## src/rtl/add4_seq_ctrl.sv

```systemverilog
// Sequencing wrapper for an external ripple adder: accepts operand pairs and holds them on the adder.
// After a settle time it captures sum/carry into a valid/ready result port, with an accumulator, overflow flag and op counter.
module add4_seq_ctrl #(
  parameter int WIDTH         = 4,
  parameter int SETTLE_CYCLES = 2,
  parameter int CNT_W         = 8
) (
  input  logic             clk,
  input  logic             rst,
  input  logic             in_valid,
  output logic             in_ready,
  input  logic [WIDTH-1:0] in_a,
  input  logic [WIDTH-1:0] in_b,
  input  logic             in_acc,
  input  logic             acc_clr,
  output logic [WIDTH-1:0] add_a,
  output logic [WIDTH-1:0] add_b,
  input  logic [WIDTH-1:0] add_s,
  input  logic             add_c,
  output logic             out_valid,
  input  logic             out_ready,
  output logic [WIDTH-1:0] out_sum,
  output logic             out_carry,
  output logic [WIDTH-1:0] acc,
  output logic             ovf,
  output logic [CNT_W-1:0] op_cnt
);

  typedef enum logic [1:0] {IDLE, SETTLE, DONE} state_t;

  localparam logic [3:0] CNT_LOAD = 4'(SETTLE_CYCLES - 1);

  state_t     state, state_nxt;
  logic [3:0] settle_cnt;
  logic       accept, capture, consume;

  assign accept  = (state == IDLE)   && in_valid;
  assign capture = (state == SETTLE) && (settle_cnt == 4'd0);
  assign consume = (state == DONE)   && out_ready;

  always_ff @(posedge clk) begin
    if (rst) state <= IDLE;
    else     state <= state_nxt;
  end

  always_comb begin
    state_nxt = state;
    case (state)
      IDLE:    if (in_valid)            state_nxt = SETTLE;
      SETTLE:  if (settle_cnt == 4'd0)  state_nxt = DONE;
      DONE:    if (out_ready)           state_nxt = IDLE;
      default:                          state_nxt = IDLE;
    endcase
  end

  // Handshake outputs depend on state alone, so out_ready never reaches in_ready combinationally.
  always_comb begin
    in_ready  = 1'b0;
    out_valid = 1'b0;
    case (state)
      IDLE:    in_ready  = 1'b1;
      DONE:    out_valid = 1'b1;
      default: ;
    endcase
  end

  // Stage 0: operand latch and settle timer
  always_ff @(posedge clk) begin
    if (rst) begin
      add_a      <= '0;
      add_b      <= '0;
      settle_cnt <= 4'd0;
    end else if (accept) begin
      add_a      <= in_acc ? acc : in_a;
      add_b      <= in_b;
      settle_cnt <= CNT_LOAD;
    end else if ((state == SETTLE) && (settle_cnt != 4'd0)) begin
      settle_cnt <= settle_cnt - 4'd1;
    end
  end

  // Stage 1: result capture; acc_clr overrides the capture for acc/ovf only
  always_ff @(posedge clk) begin
    if (rst) begin
      out_sum   <= '0;
      out_carry <= 1'b0;
      acc       <= '0;
      ovf       <= 1'b0;
    end else begin
      if (capture) begin
        out_sum   <= add_s;
        out_carry <= add_c;
      end
      if (acc_clr) begin
        acc <= '0;
        ovf <= 1'b0;
      end else if (capture) begin
        acc <= add_s;
        ovf <= ovf | add_c;
      end
    end
  end

  always_ff @(posedge clk) begin
    if (rst)          op_cnt <= '0;
    else if (consume) op_cnt <= op_cnt + 1'b1;
  end

endmodule

```

## config.mk

```make
export PLATFORM = sky130hd
export DESIGN_NAME = add4_seq_ctrl
export DESIGN_NICKNAME = d
export VERILOG_FILES = /design/src/rtl/add4_seq_ctrl.sv
export SDC_FILE = /design/constraint.sdc
export NUM_CORES = 1
export LEC_CHECK = 0
export CAP_MARGIN = 30
export CELL_PAD_IN_SITES_DETAIL_PLACEMENT = 0
export CELL_PAD_IN_SITES_GLOBAL_PLACEMENT = 1
export CORE_MARGIN = 10
export CORE_UTILIZATION = 40
export CTS_CLUSTER_DIAMETER = 120
export DETAILED_ROUTE_END_ITERATION = 10
export DONT_BUFFER_PORTS = 1
export PLACE_DENSITY_LB_ADDON = 0.1
export REMOVE_ABC_BUFFERS = 1
export SYNTH_ARGS = -nofsm -noshare
export SYNTH_HDL_FRONTEND = slang
export SYNTH_SLANG_ARGS = --single-unit
```

## constraint.sdc

```tcl
create_clock -name clk -period 4 [get_ports clk]
set_clock_uncertainty 0.05 [all_clocks]
set_input_delay 0.4 -clock clk [delete_from_list [all_inputs] [get_ports clk]]
set_output_delay 0.4 -clock clk [all_outputs]
set_load 0.05 [all_outputs]
```

==> impl_results.md <==
- Final setup TNS: 0 ps
- CP Launch Type: flip-flop
- Cell Rows: 20
- Core Area: 3128 sq um
- Detail Route Antenna Nets: 0
- DRC violations left: 0
- Top_reg_cell synth: dfxtp_1
- GPL Wtd Cong: 0.7315
- Max cap viols: 0
- Via count: 1069
- Crit path required time: 3550 ps
- CP Max Fanout: 8
- CP max stage delay: 720 ps
- CTS buffer count: 5
- Htree depth: 2
- GR Overflow Total: 0
- Critical Path Sink Type: primary output
- RSZ-0062 raised after global routing: no
- Pre-CTS setup slack: 2210 ps
- Post-CTS Resized: 0
- Final setup fails: 0
- First-pass GRT wire length: 4.830 mm
- Ratio of final minimum period to clock period: 47.89%
- Slowest CP cell: nor2_1
- Reg area: 640.6 sq um
- Largest net degree at the start of global routing: 27
- Fin worst setup slack: 2084 ps
- Io pins: 47
- All-Layer GR Usage: 10.20%
- CTS tree: yes
- Initial antenna violation count: 0
- R2R setup slack: 2140 ps
- Power Dens Cells: 465.5 nW/um^2
- # diodes: 0
- DR WL/cell: 17.34 microns
- Reg clk slew, reported paths: 100 ps
- Final HPWL DP: 2.404 mm
- Share of cells above drive strength 1: 7.534%
- Final nets: 166
- Fill cell count: 331
- Sequential cell area fraction in the yosys report: 47.81%
- Die ar.: 6065 sq um
- Pleak: 0.5165 nW
- Status: finished, final reports clean
- Cell taking the most area after synthesis: dfxtp_1
- P&R area growth vs syn: 6.162%
- Clock Path Buffers: 2
- Delay-heaviest family, CP: simple AND/OR/NAND/NOR gates
- Mapped Area: 1340 sq um
- I/O Buffers: 0
- Highest Clock Rate: 0.5220 GHz
- Post-synth ARST share: 0%
- Synth warnings: 0
- Max IR drop VDD: 0.2180 mV
- CTS root buf: clkbuf_4
- Multi-input gate area: 638.1 sq um
- Count of cell types in the netlist: 30
- Final hold viol count: 0
- CP Data Arrival Time: 1470 ps
- Clk_lat worst skew: 330 ps
- Die X: 77.88 microns
- EDFF count, synth: 0
- Syn avg cell area: 9.242 sq um
- Synth area leaders: dfxtp_1 (48%), a21oi_1 (7.1%), mux2i_1 (6.7%)
- Number of synthesized register bits: 32
- Post-DR vias/cell: 5.626
- Vias in the first global route: 902
- Detailed-route wire length: 3.294 mm
- Synth top area share: 47.81%
- Crit Path Class: reg -> out
- Die H: 77.88 microns
- Worst-Margin Slew: 960.4 ps
- Crit-path cells: nor2_1
- Gate Count Post-Synth: 145
- First drt pass iteration count: 4
- Relative slew slack: 35.84%
- Worst min path class: in -> reg
- Post-CTS setup buffers: 0
- Worst path buffer plus inverter count: 0
- Iter 0 DRT Violations: 83
- Num Clock Sinks: 32
- Post-CTS Hold Buffers: 0
- Pins over their slew limit: 0
- Initial Util: 42.84%
- Post-layout minimum cycle time: 1916 ps
==> cells in the final DEF, fill, tap and decap left out, drive strengths merged <==
cell / count
nand4b: 2
nor3b: 2
buf: 2
a22oi: 1
nand3: 5
a211oi: 5
nand4: 2
a21oi: 19
dfxtp: 32
or3: 4
nor2: 14
xor2: 2
or4: 4
or3b: 1
a311oi: 2
nand2b: 1
o31ai: 2
nand2: 3
ha: 2
o21ai: 14
or2: 2
inv: 5
nor2b: 2
nand3b: 1
mux2i: 9
clkbuf: 8
==> cell usage after synthesis (2+ instances only) <==
| cell type | count |
|---|---|
| nand2_1 | 3 |
| a21oi_1 | 19 |
| a211oi_1 | 5 |
| or3_1 | 4 |
| clkbuf_1 | 5 |
| or4_1 | 4 |
| nand3_1 | 5 |
| nand4_1 | 2 |
| nor2_1 | 14 |
| or2_2 | 2 |
| o31ai_1 | 2 |
| xor2_1 | 2 |
| a311oi_1 | 2 |
| inv_1 | 5 |
| nor2b_1 | 2 |
| o21ai_0 | 14 |
| mux2i_1 | 9 |
| dfxtp_1 | 32 |
| buf_4 | 2 |
| ha_1 | 2 |
==> path summary, 6_finish.rpt <==
path                        end           from  depth (start not counted)
setup / recovery       in_ready       state[1]                          1
hold / removal         state[0]            rst                          1
setup reg to reg         acc[0]  settle_cnt[0]                          5
hold reg to reg   settle_cnt[0]  settle_cnt[0]                          1
==> routing by layer <==
metal  part of all wire [%]  wire length [microns]  GRT usage (%)
met1                     40                   1321          11.03
met2                     48                   1597          15.75
met3                    9.5                    312          5.415
met4                    1.9                     62          5.474
met5                      0                      0              0
==> per-stage QoR <==
stage               cells  area, sq um  hold WS, ps  power, mW  utilization [%]
global placement      180         1353        420.6     0.4724            43.24
finish                190         1423        78.36     0.6622            45.48
detailed placement    182         1364        426.4     0.4762            43.60
global route          190         1423        56.10     0.6907            45.48
floorplan             136         1297        407.4     0.4556                -
CTS                   190         1423        56.51     0.6696            45.48
==> kinds of logic (layout without fill, tap and decap cells) <==
family | after synthesis | after routing | synth area share [%]
DFF | 32 | 32 | 47.81
adders and majority gates | 2 | 2 | 1.867
muxes | 9 | 9 | 6.723
xor gates and xnor gates | 2 | 2 | 1.307
buffers and inverters | 14 | 15 | 4.575
AOI/OAI and AO/OA | 43 | 43 | 18.11
and+or+nand+nor | 43 | 43 | 19.61
==> layout make-up <==
class	count	area share [%]
multi-input cells	99	44.86
flip-flops and latches	32	45.03
clock buffers	8	4.134
repair buffers	2	0.7916
well taps	44	3.870
inverters	5	1.319
==> power by group <==
group	total, mW	internal (mW)	switching, mW	leakage (nW)
logic	0.0763	0.0275	0.0488	0.223
registers	0.391	0.335	0.0568	0.261
clock network	0.195	0.0867	0.108	0.0326
==> sequential cells by signal, summed over array words and instances (netlist names) <==
register and flops:
add_b 4, acc 4, out_carry 1, op_cnt 8, settle_cnt 4, ovf 1
out_sum 4, state 2, add_a 4
No activity file was read; power rests on OpenSTA's default activity.
